==> src/rtl/rib_pkg.sv <==
// Shared types and encodings for the RIB-to-AXI4-Lite data bridge.
package rib_pkg;

    typedef enum logic [2:0] {
        StIdle  = 3'd0,
        StWaddr = 3'd1,
        StWresp = 3'd2,
        StRaddr = 3'd3,
        StRdata = 3'd4,
        StDone  = 3'd5
    } rib_state_e;

    localparam logic [1:0] RIB_SZ_B = 2'b00;
    localparam logic [1:0] RIB_SZ_H = 2'b01;
    localparam logic [1:0] RIB_SZ_W = 2'b10;

    localparam logic [1:0] AXI_RESP_OKAY = 2'b00;

endpackage

==> src/rtl/rib_lane_align.sv <==
// Byte-lane steering for stores and lane select plus sign/zero extension for loads.
module rib_lane_align
    import rib_pkg::*;
(
    input  logic [2:0]  size_i,
    input  logic [1:0]  lane_i,
    input  logic [31:0] wdata_i,
    input  logic [31:0] rdata_i,
    output logic [31:0] wdata_o,
    output logic [3:0]  wstrb_o,
    output logic        misalign_o,
    output logic [31:0] rdata_o
);

    logic [31:0] shifted;
    logic        is_unsigned;

    assign shifted     = rdata_i >> {lane_i, 3'b000};
    assign is_unsigned = size_i[2];

    always_comb begin
        wdata_o    = wdata_i;
        wstrb_o    = 4'hF;
        misalign_o = 1'b0;
        rdata_o    = rdata_i;
        case (size_i[1:0])
            RIB_SZ_B: begin
                wdata_o = {4{wdata_i[7:0]}};
                wstrb_o = 4'b0001 << lane_i;
                rdata_o = is_unsigned ? {24'b0, shifted[7:0]}
                                      : {{24{shifted[7]}}, shifted[7:0]};
            end
            RIB_SZ_H: begin
                wdata_o    = {2{wdata_i[15:0]}};
                wstrb_o    = 4'b0011 << lane_i;
                misalign_o = lane_i[0];
                rdata_o    = is_unsigned ? {16'b0, shifted[15:0]}
                                         : {{16{shifted[15]}}, shifted[15:0]};
            end
            // Word and the reserved encoding behave identically.
            default: misalign_o = (lane_i != 2'b00);
        endcase
    end

endmodule

==> src/rtl/rib_axil_bridge.sv <==
// Converts the core's single-cycle RAM-port request into one AXI4-Lite transaction,
// stalling the core through hold_o until the transaction completes.
module rib_axil_bridge
    import rib_pkg::*;
#(
    parameter int unsigned ADDR_W = 32
) (
    input  logic              clk,
    input  logic              rst,
    input  logic [ADDR_W-1:0] req_addr_i,
    input  logic [31:0]       req_wdata_i,
    input  logic              req_we_i,
    input  logic              req_re_i,
    input  logic [2:0]        req_size_i,
    output logic [31:0]       rdata_o,
    output logic              hold_o,
    output logic              err_o,
    output logic [ADDR_W-1:0] m_awaddr,
    output logic              m_awvalid,
    input  logic              m_awready,
    output logic [31:0]       m_wdata,
    output logic [3:0]        m_wstrb,
    output logic              m_wvalid,
    input  logic              m_wready,
    input  logic [1:0]        m_bresp,
    input  logic              m_bvalid,
    output logic              m_bready,
    output logic [ADDR_W-1:0] m_araddr,
    output logic              m_arvalid,
    input  logic              m_arready,
    input  logic [31:0]       m_rdata,
    input  logic [1:0]        m_rresp,
    input  logic              m_rvalid,
    output logic              m_rready
);

    rib_state_e        state_q, state_d;
    logic [ADDR_W-1:0] addr_q, addr_d;
    logic [31:0]       wdata_q, wdata_d;
    logic [31:0]       rdata_q, rdata_d;
    logic [3:0]        wstrb_q, wstrb_d;
    logic [2:0]        size_q, size_d;
    logic              aw_done_q, aw_done_d;
    logic              w_done_q, w_done_d;
    logic              awvalid_q, awvalid_d;
    logic              wvalid_q, wvalid_d;
    logic              arvalid_q, arvalid_d;
    logic              bready_q, bready_d;
    logic              rready_q, rready_d;
    logic              err_q, err_d;

    logic              req;
    logic              idle;
    logic [2:0]        al_size;
    logic [1:0]        al_lane;
    logic [31:0]       al_wdata;
    logic [31:0]       al_rdata;
    logic [3:0]        al_wstrb;
    logic              al_misalign;

    assign req  = req_we_i | req_re_i;
    assign idle = (state_q == StIdle);

    // One aligner serves both paths: the live request while idle, the latched one afterwards.
    assign al_size = idle ? req_size_i : size_q;
    assign al_lane = idle ? req_addr_i[1:0] : addr_q[1:0];

    rib_lane_align u_lane_align (
        .size_i     (al_size),
        .lane_i     (al_lane),
        .wdata_i    (req_wdata_i),
        .rdata_i    (m_rdata),
        .wdata_o    (al_wdata),
        .wstrb_o    (al_wstrb),
        .misalign_o (al_misalign),
        .rdata_o    (al_rdata)
    );

    always_comb begin
        state_d   = state_q;
        addr_d    = addr_q;
        wdata_d   = wdata_q;
        wstrb_d   = wstrb_q;
        size_d    = size_q;
        rdata_d   = rdata_q;
        aw_done_d = aw_done_q;
        w_done_d  = w_done_q;
        awvalid_d = awvalid_q;
        wvalid_d  = wvalid_q;
        arvalid_d = arvalid_q;
        bready_d  = bready_q;
        rready_d  = rready_q;
        err_d     = 1'b0;
        case (state_q)
            StIdle: begin
                if (req) begin
                    addr_d    = req_addr_i;
                    wdata_d   = al_wdata;
                    wstrb_d   = al_wstrb;
                    size_d    = req_size_i;
                    aw_done_d = 1'b0;
                    w_done_d  = 1'b0;
                    if (al_misalign) begin
                        state_d = StDone;
                        err_d   = 1'b1;
                        if (!req_we_i) begin
                            rdata_d = '0;
                        end
                    end else if (req_we_i) begin
                        state_d   = StWaddr;
                        awvalid_d = 1'b1;
                        wvalid_d  = 1'b1;
                    end else begin
                        state_d   = StRaddr;
                        arvalid_d = 1'b1;
                    end
                end
            end
            StWaddr: begin
                aw_done_d = aw_done_q | (awvalid_q & m_awready);
                w_done_d  = w_done_q | (wvalid_q & m_wready);
                awvalid_d = awvalid_q & ~m_awready;
                wvalid_d  = wvalid_q & ~m_wready;
                if (aw_done_d && w_done_d) begin
                    state_d  = StWresp;
                    bready_d = 1'b1;
                end
            end
            StWresp: begin
                if (m_bvalid) begin
                    state_d  = StDone;
                    bready_d = 1'b0;
                    err_d    = (m_bresp != AXI_RESP_OKAY);
                end
            end
            StRaddr: begin
                if (m_arready) begin
                    state_d   = StRdata;
                    arvalid_d = 1'b0;
                    rready_d  = 1'b1;
                end
            end
            StRdata: begin
                if (m_rvalid) begin
                    state_d  = StDone;
                    rready_d = 1'b0;
                    if (m_rresp == AXI_RESP_OKAY) begin
                        rdata_d = al_rdata;
                    end else begin
                        rdata_d = '0;
                        err_d   = 1'b1;
                    end
                end
            end
            StDone:  state_d = StIdle;
            default: state_d = StIdle;
        endcase
    end

    always_ff @(posedge clk or posedge rst) begin
        if (rst) begin
            state_q   <= StIdle;
            addr_q    <= '0;
            wdata_q   <= '0;
            wstrb_q   <= '0;
            size_q    <= '0;
            rdata_q   <= '0;
            aw_done_q <= 1'b0;
            w_done_q  <= 1'b0;
            awvalid_q <= 1'b0;
            wvalid_q  <= 1'b0;
            arvalid_q <= 1'b0;
            bready_q  <= 1'b0;
            rready_q  <= 1'b0;
            err_q     <= 1'b0;
        end else begin
            state_q   <= state_d;
            addr_q    <= addr_d;
            wdata_q   <= wdata_d;
            wstrb_q   <= wstrb_d;
            size_q    <= size_d;
            rdata_q   <= rdata_d;
            aw_done_q <= aw_done_d;
            w_done_q  <= w_done_d;
            awvalid_q <= awvalid_d;
            wvalid_q  <= wvalid_d;
            arvalid_q <= arvalid_d;
            bready_q  <= bready_d;
            rready_q  <= rready_d;
            err_q     <= err_d;
        end
    end

    // Stall is released in DONE so the core advances exactly once per access.
    always_comb begin
        hold_o = 1'b0;
        if (!rst) begin
            case (state_q)
                StIdle:                             hold_o = req;
                StWaddr, StWresp, StRaddr, StRdata: hold_o = 1'b1;
                default:                            hold_o = 1'b0;
            endcase
        end
    end

    assign rdata_o   = rdata_q;
    assign err_o     = err_q;
    assign m_awaddr  = {addr_q[ADDR_W-1:2], 2'b00};
    assign m_araddr  = {addr_q[ADDR_W-1:2], 2'b00};
    assign m_awvalid = awvalid_q;
    assign m_wdata   = wdata_q;
    assign m_wstrb   = wstrb_q;
    assign m_wvalid  = wvalid_q;
    assign m_bready  = bready_q;
    assign m_arvalid = arvalid_q;
    assign m_rready  = rready_q;

endmodule

==> config.mk <==
export PLATFORM = sky130hd
export DESIGN_NAME = rib_axil_bridge
export DESIGN_NICKNAME = d
export VERILOG_FILES = /design/src/rtl/rib_pkg.sv /design/src/rtl/rib_lane_align.sv /design/src/rtl/rib_axil_bridge.sv
export SDC_FILE = /design/constraint.sdc
export NUM_CORES = 1
export LEC_CHECK = 0
export CAP_MARGIN = 10
export CORE_MARGIN = 3
export CORE_UTILIZATION = 45
export DETAILED_ROUTE_END_ITERATION = 8
export GPL_TIMING_DRIVEN = 0
export PLACE_DENSITY = 0.84
export SYNTH_ARGS = -nofsm -noshare
export SYNTH_HDL_FRONTEND = slang
export SYNTH_SLANG_ARGS = --single-unit
==> constraint.sdc <==
create_clock -name clk -period 7.3 [get_ports clk]
set_input_delay 1.46 -clock clk [delete_from_list [all_inputs] [get_ports clk]]
set_output_delay 1.46 -clock clk [all_outputs]
set_load 0.01 [all_outputs]
==> impl_metrics.env, run 1 <==
export IMPL_status="finished, final reports clean"
export IMPL_ir_drop_mv=0.265
export IMPL_cp_startpoint="req_we_i"
export IMPL_setup_viol_count_final=0
export IMPL_cap_violations=0
export IMPL_overflow=0
export IMPL_yosys_area_top_type="dfrtp_1"
export IMPL_antenna_cells=0
export IMPL_clk_pin_slew_ns=0.05
export IMPL_worstSkewPairLatency_ns=0.41
export IMPL_drtIter0Drc=562
export IMPL_reg2reg_slack_ns=4.50
export IMPL_firstDrtPassIters=7
export IMPL_crit_path_end="hold_o"
export IMPL_final_antenna_net_count=0
export IMPL_vias=5829
export IMPL_cts_buffers=17
export IMPL_drt_wl_total_um=20700
export IMPL_design_area_um2=9590
export IMPL_post_cts_resized_instances=0
export IMPL_p_leak_nw=4.13
export IMPL_postPlaceCellArea_um2=9010
export IMPL_die_width_um=124
export IMPL_r2r_end="m_wdata[25]$_DFFE_PP0P_"
export IMPL_synthTopCellsByArea="dfrtp_1, mux2_2, buf_4"
export IMPL_synth_edff_count=0
export IMPL_min_path_type="reg -> reg"
export IMPL_area_growth_pct=52.5
export IMPL_period_share_pct=74.0
export IMPL_synth_cells=592
export IMPL_nets=973
export IMPL_critPathArrivalTime_ns=3.94
export IMPL_grt_setup_unrepaired="false"
export IMPL_cts_tree="yes"
export IMPL_synth_top_cell_area_share_pct=45.3
export IMPL_num_rows=42
export IMPL_hpwl_um=15500
export IMPL_worstReg2RegStart="state_q[0]$_DFFE_PP0P_"
export IMPL_drive_above_1_share_pct=21.2
export IMPL_reg2reg_depth=8
export IMPL_wl_per_cell_um=19.8
export IMPL_synth_most_common_cell="dfrtp_1"
export IMPL_crit_required_ns=5.84
export IMPL_skew_ns=0.00861
export IMPL_clock_path_buffers=2
export IMPL_yosysWarnings=0
export IMPL_routabilityCongestion=0.875
export IMPL_period_minus_slack_ns=5.40
export IMPL_avgSynthCellArea_um2=10.6
export IMPL_antenna_found_initial=0
export IMPL_start_util_pct=46.8
export IMPL_h_tree_depth=4
export IMPL_cp_max_fo=10
export IMPL_final_util_pct=71.3
export IMPL_grt_first_pass_wirelength_um=32700
export IMPL_syn_area_um2=6290
export IMPL_grt_max_degree=62
export IMPL_finalHoldViolCount=0
export IMPL_port_buffers=246
export IMPL_grt_usage_pct=26.3
export IMPL_ys_seq_elements=114
export IMPL_cts_root_buf="clkbuf_16"
export IMPL_cts_sinks=114
export IMPL_seq_area_frac_synth_pct=45.3
export IMPL_synth_cell_types=57
export IMPL_crit_path_end_kind="primary output"
export IMPL_p_per_area_nw_per_um2=490
export IMPL_fp_dieArea_um2=15400
export IMPL_drc=0
export IMPL_fmax_mhz=185
export IMPL_hold_buffers=0
export IMPL_tightestPinTransition_ns=1.02
export IMPL_start_kind="primary input"
export IMPL_cts_setup_buffers=0
export IMPL_synthFlopType="dfrtp_1"
export IMPL_finalSetupTns_ns=0
export IMPL_grt_pass1_vias=6010
export IMPL_slew_violations=0
export IMPL_die_height_um=124
export IMPL_synthTopCellsByCount="dfrtp_1, buf_4, mux2_2"
export IMPL_viasPerCell=5.56
export IMPL_async_flop_share_pct=100
export IMPL_max_slew_margin_pct=30.2
export IMPL_core_area_um2=13500
export IMPL_num_io_pins=251
export IMPL_path_class="in -> out"
[sequential cells by signal, indices dropped and copies added (netlist names), 3 cells and up]
| name | flops |
|---|---|
| rdata_o | 32 |
| size_q | 3 |
| m_wstrb | 4 |
| m_wdata | 32 |
| state_q | 3 |
| addr_q | 32 |
[metrics by stage]
step | hold WS (ns) | total power [mW] | setup slack (ns) | instances
after floorplan | 0.484 | 2.68 | 2.82 | 595
final | 0.476 | 4.70 | 1.90 | 1049
after detailed placement | 0.469 | 3.87 | 1.90 | 1018
after CTS | 0.481 | 4.70 | 1.87 | 1049
after global placement | 0.460 | 3.78 | 1.18 | 1017
after global routing | 0.497 | 4.95 | 1.66 | 1049
[kinds of logic (layout without fill, tap and decap cells)]
| group | after synthesis | count (layout) | share of synthesized area, % |
|---|---|---|---|
| buf+inv | 114 | 392 | 11.4 |
| mux | 86 | 86 | 15.0 |
| other cells | 1 | 4 | 0.0596 |
| compound gates | 147 | 147 | 17.8 |
| simple gates | 129 | 129 | 10.3 |
| flops | 114 | 114 | 45.3 |
| xor+xnor | 1 | 1 | 0.139 |
[cell usage in the layout (no fill, tap or decap), drive strengths merged, types with 14 or more instances in the layout]
| master | count |
|---|---|
| clkbuf | 51 |
| o311ai | 16 |
| o21ai | 47 |
| dfrtp | 114 |
| nor2b | 20 |
| mux2 | 55 |
| buf | 81 |
| mux2i | 31 |
| nor2 | 43 |
| clkdlybuf4s50 | 246 |
| nand2 | 31 |
| nor3 | 14 |
| a21oi | 15 |
[worst max-delay path: stages]
cell and delay (ns):
clkdlybuf4s50_1 0.49, o21ai_1 0.43, clkbuf_1 0.46, clkbuf_1 0.41
a21oi_1 0.16, clkdlybuf4s50_1 0.53
[how the worst min path moves through the flow]
stage / slack (ns) / endpoint / cells after the start / startpoint
5_1_grt: 0.50 / m_wdata[28]$_DFFE_PP0P_ / 1 / m_wdata[28]$_DFFE_PP0P_
2_1_floorplan: 0.48 / aw_done_q$_DFFE_PP0P_ / 2 / aw_done_q$_DFFE_PP0P_
3_3_place_gp: 0.46 / m_wdata[27]$_DFFE_PP0P_ / 1 / m_wdata[27]$_DFFE_PP0P_
3_5_place_dp: 0.47 / m_wdata[26]$_DFFE_PP0P_ / 1 / m_wdata[26]$_DFFE_PP0P_
6_report: 0.48 / m_wdata[31]$_DFFE_PP0P_ / 1 / m_wdata[31]$_DFFE_PP0P_
4_1_cts: 0.48 / m_wdata[31]$_DFFE_PP0P_ / 1 / m_wdata[31]$_DFFE_PP0P_
[where the power goes]
| group | total (mW) | internal [mW] | leakage [nW] | switching, mW |
|---|---|---|---|---|
| Clock | 0.796 | 0.527 | 0.289 | 0.269 |
| Sequential | 1.16 | 0.947 | 1.42 | 0.209 |
| Combinational | 2.75 | 1.47 | 2.42 | 1.28 |
[layout make-up]
cell class,instances,area [um2]
clock buffer,27,533
fill,982,3860
timing repair buffer,247,2490
sequential,114,2850
clock inverter,4,45.0
multi-input combinational,367,2730
tap,176,220
inverter,10,40.0
buffer,104,681
[metal layers]
layer,up-vias,global-route usage [%],part of all wire [%]
met5,-,0,0
met4,0,11.2,3.8
met3,63,6.40,6.6
met2,309,44.0,50
met1,2847,32.3,40
li1,2610,-,-
Note: power is estimated with default switching activity, not from simulation.
==> run 2, diff against run 1 <==
CORE_UTILIZATION = 44   (was 45)
PLACE_DENSITY = 0.82   (was 0.84)
clock period = 5.3 ns   (was 7.3 ns; I/O delays follow)
==> run 2 against run 1 <==
Power increased by 38%. Sequential cell count unchanged. Routed wire length decreased by 1.7%. Clock skew increased by 0.00065 ns. Count of clock-buffer cells in the layout decreased by 2. Utilization decreased by 2.4 points. Cell count increased by 0.29%.
==> impl_metrics.env, run 2 (synthesis gave the netlist of run 1 again) <==
export IMPL_hold_buffers=0
export IMPL_whs_ns=0.475
export IMPL_multiInputGateArea_um2=2730
export IMPL_slew_violations=0
export IMPL_crit_required_ns=4.24
export IMPL_cp_max_fo=10
export IMPL_antenna_cells=0
export IMPL_period_minus_slack_ns=4.66
export IMPL_start_util_pct=45.1
export IMPL_fmax_mhz=215
export IMPL_worstSkewPairLatency_ns=0.41
export IMPL_ir_drop_mv=0.345
export IMPL_num_io_pins=251
export IMPL_register_area_um2=2850
export IMPL_finalHoldViolCount=0
export IMPL_drt_wl_total_um=20400
export IMPL_min_path_type="reg -> reg"
export IMPL_overflow=0
export IMPL_hpwl_um=15300
export IMPL_port_buffers=246
export IMPL_final_antenna_net_count=0
export IMPL_die_width_um=126
export IMPL_crit_path_end_kind="primary output"
export IMPL_max_stage_delay_ns=0.53
export IMPL_final_cell_mix="clkdlybuf4s50_1, dfrtp_1, buf_4"
export IMPL_cts_buffers=17
export IMPL_fp_dieArea_um2=15800
export IMPL_fillers=1044
export IMPL_cts_root_buf="clkbuf_16"
export IMPL_num_rows=43
export IMPL_power_mw=6.48
export IMPL_grt_first_pass_wirelength_um=32000
export IMPL_core_area_um2=13900
export IMPL_nets=973
export IMPL_p_leak_nw=4.13
export IMPL_post_cts_resized_instances=0
export IMPL_h_tree_depth=4
export IMPL_wl_per_cell_um=19.4
export IMPL_finalWorstSetupSlack_ns=0.643
export IMPL_start_kind="primary input"
export IMPL_viasPerCell=5.52
export IMPL_area_growth_pct=52.6
export IMPL_firstDrtPassIters=5
export IMPL_critPathArrivalTime_ns=3.60
export IMPL_path_class="in -> out"
export IMPL_vias=5808
export IMPL_status="finished, final reports clean"
export IMPL_grt_max_degree=63
export IMPL_setup_viol_count_final=0
export IMPL_grt_pass1_vias=5931
export IMPL_period_share_pct=87.9
export IMPL_cts_sinks=114
export IMPL_p_per_area_nw_per_um2=675
export IMPL_grt_setup_unrepaired="false"
export IMPL_drtIter0Drc=496
export IMPL_max_slew_margin_pct=35.1
export IMPL_grt_usage_pct=25.7
export IMPL_layout_commonest_cell="clkdlybuf4s50_1"
export IMPL_slowest_stage="clkdlybuf4s50_1"
export IMPL_clock_path_buffers=2
export IMPL_dpl_worst_slack_ns=0.649
export IMPL_routabilityCongestion=0.923
export IMPL_skew_ns=0.00926
export IMPL_cap_violations=0
export IMPL_cts_setup_buffers=0
export IMPL_clk_pin_slew_ns=0.05
export IMPL_die_height_um=126
export IMPL_drc=0
export IMPL_antenna_found_initial=0
export IMPL_path_cells="clkdlybuf4s50_1 > o21ai_1 > clkbuf_1 > clkbuf_1 > a21oi_1 > clkdlybuf4s50_1"
export IMPL_tightestPinTransition_ns=0.946
export IMPL_cts_tree="yes"
export IMPL_drive_above_1_share_pct=21.1
export IMPL_finalSetupTns_ns=0
[run 2: final timing paths]
path	start	endpoint	slack [ns]	cells past startpoint
max	req_we_i	hold_o	0.64	6
min	m_wdata[26]$_DFFE_PP0P_	m_wdata[26]$_DFFE_PP0P_	0.48	1
max reg2reg	state_q[0]$_DFFE_PP0P_	rdata_o[17]$_DFFE_PP0P_	2.53	7
min reg2reg	m_wdata[26]$_DFFE_PP0P_	m_wdata[26]$_DFFE_PP0P_	0.48	1
max in group asynchronous	rst	rdata_o[14]$_DFFE_PP0P_	3.42	3
min in group asynchronous	rst	addr_q[6]$_DFFE_PP0P_	1.14	2
[run 2: critical path: cells and delay by family]
family,cells,cell delay [ns]
buf+inv,4,1.95
compound gates,2,0.58
[run 2: routing by layer]
metal | vias to the layer above | global-route usage [%] | share of wire (%)
li1 | 2612 | - | -
met1 | 2809 | 32.0 | 39
met2 | 325 | 42.2 | 49
met3 | 62 | 7.01 | 8.5
met4 | 0 | 10.5 | 3.0
met5 | - | 0 | 0
[run 2: cell type report]
cell class,count,share of cell area (%)
plain buffers,104,7.09
clock buffers,25,5.27
clock inverters,5,0.782
inverters,10,0.417
multi-input cells,367,28.5
flip-flops and latches,114,29.7
well taps,180,2.35
repair buffers,247,25.9
[run 2: metrics by stage]
| step | instances | instance area (um2) | util [%] |
|---|---|---|---|
| after detailed placement | 1022 | 9020 | 64.7 |
| after global placement | 1021 | 8990 | 64.5 |
| after global routing | 1052 | 9600 | 68.9 |
| final | 1052 | 9600 | 68.9 |
| after CTS | 1052 | 9600 | 68.9 |
| after floorplan | 595 | 6300 | - |
[run 2: where the power goes]
part           leakage, nW  total, mW  internal [mW]  switching (mW)
sequential            1.42       1.59           1.30           0.288
clock                0.289       1.12          0.745           0.375
combinational         2.42       3.76           2.02            1.75
==> run 3, diff against run 2 <==
HOLD_SLACK_MARGIN = 0.08   (was default)
==> results of run 3 <==
No change in the layout: final DEF, timing and power equal those of run 2.
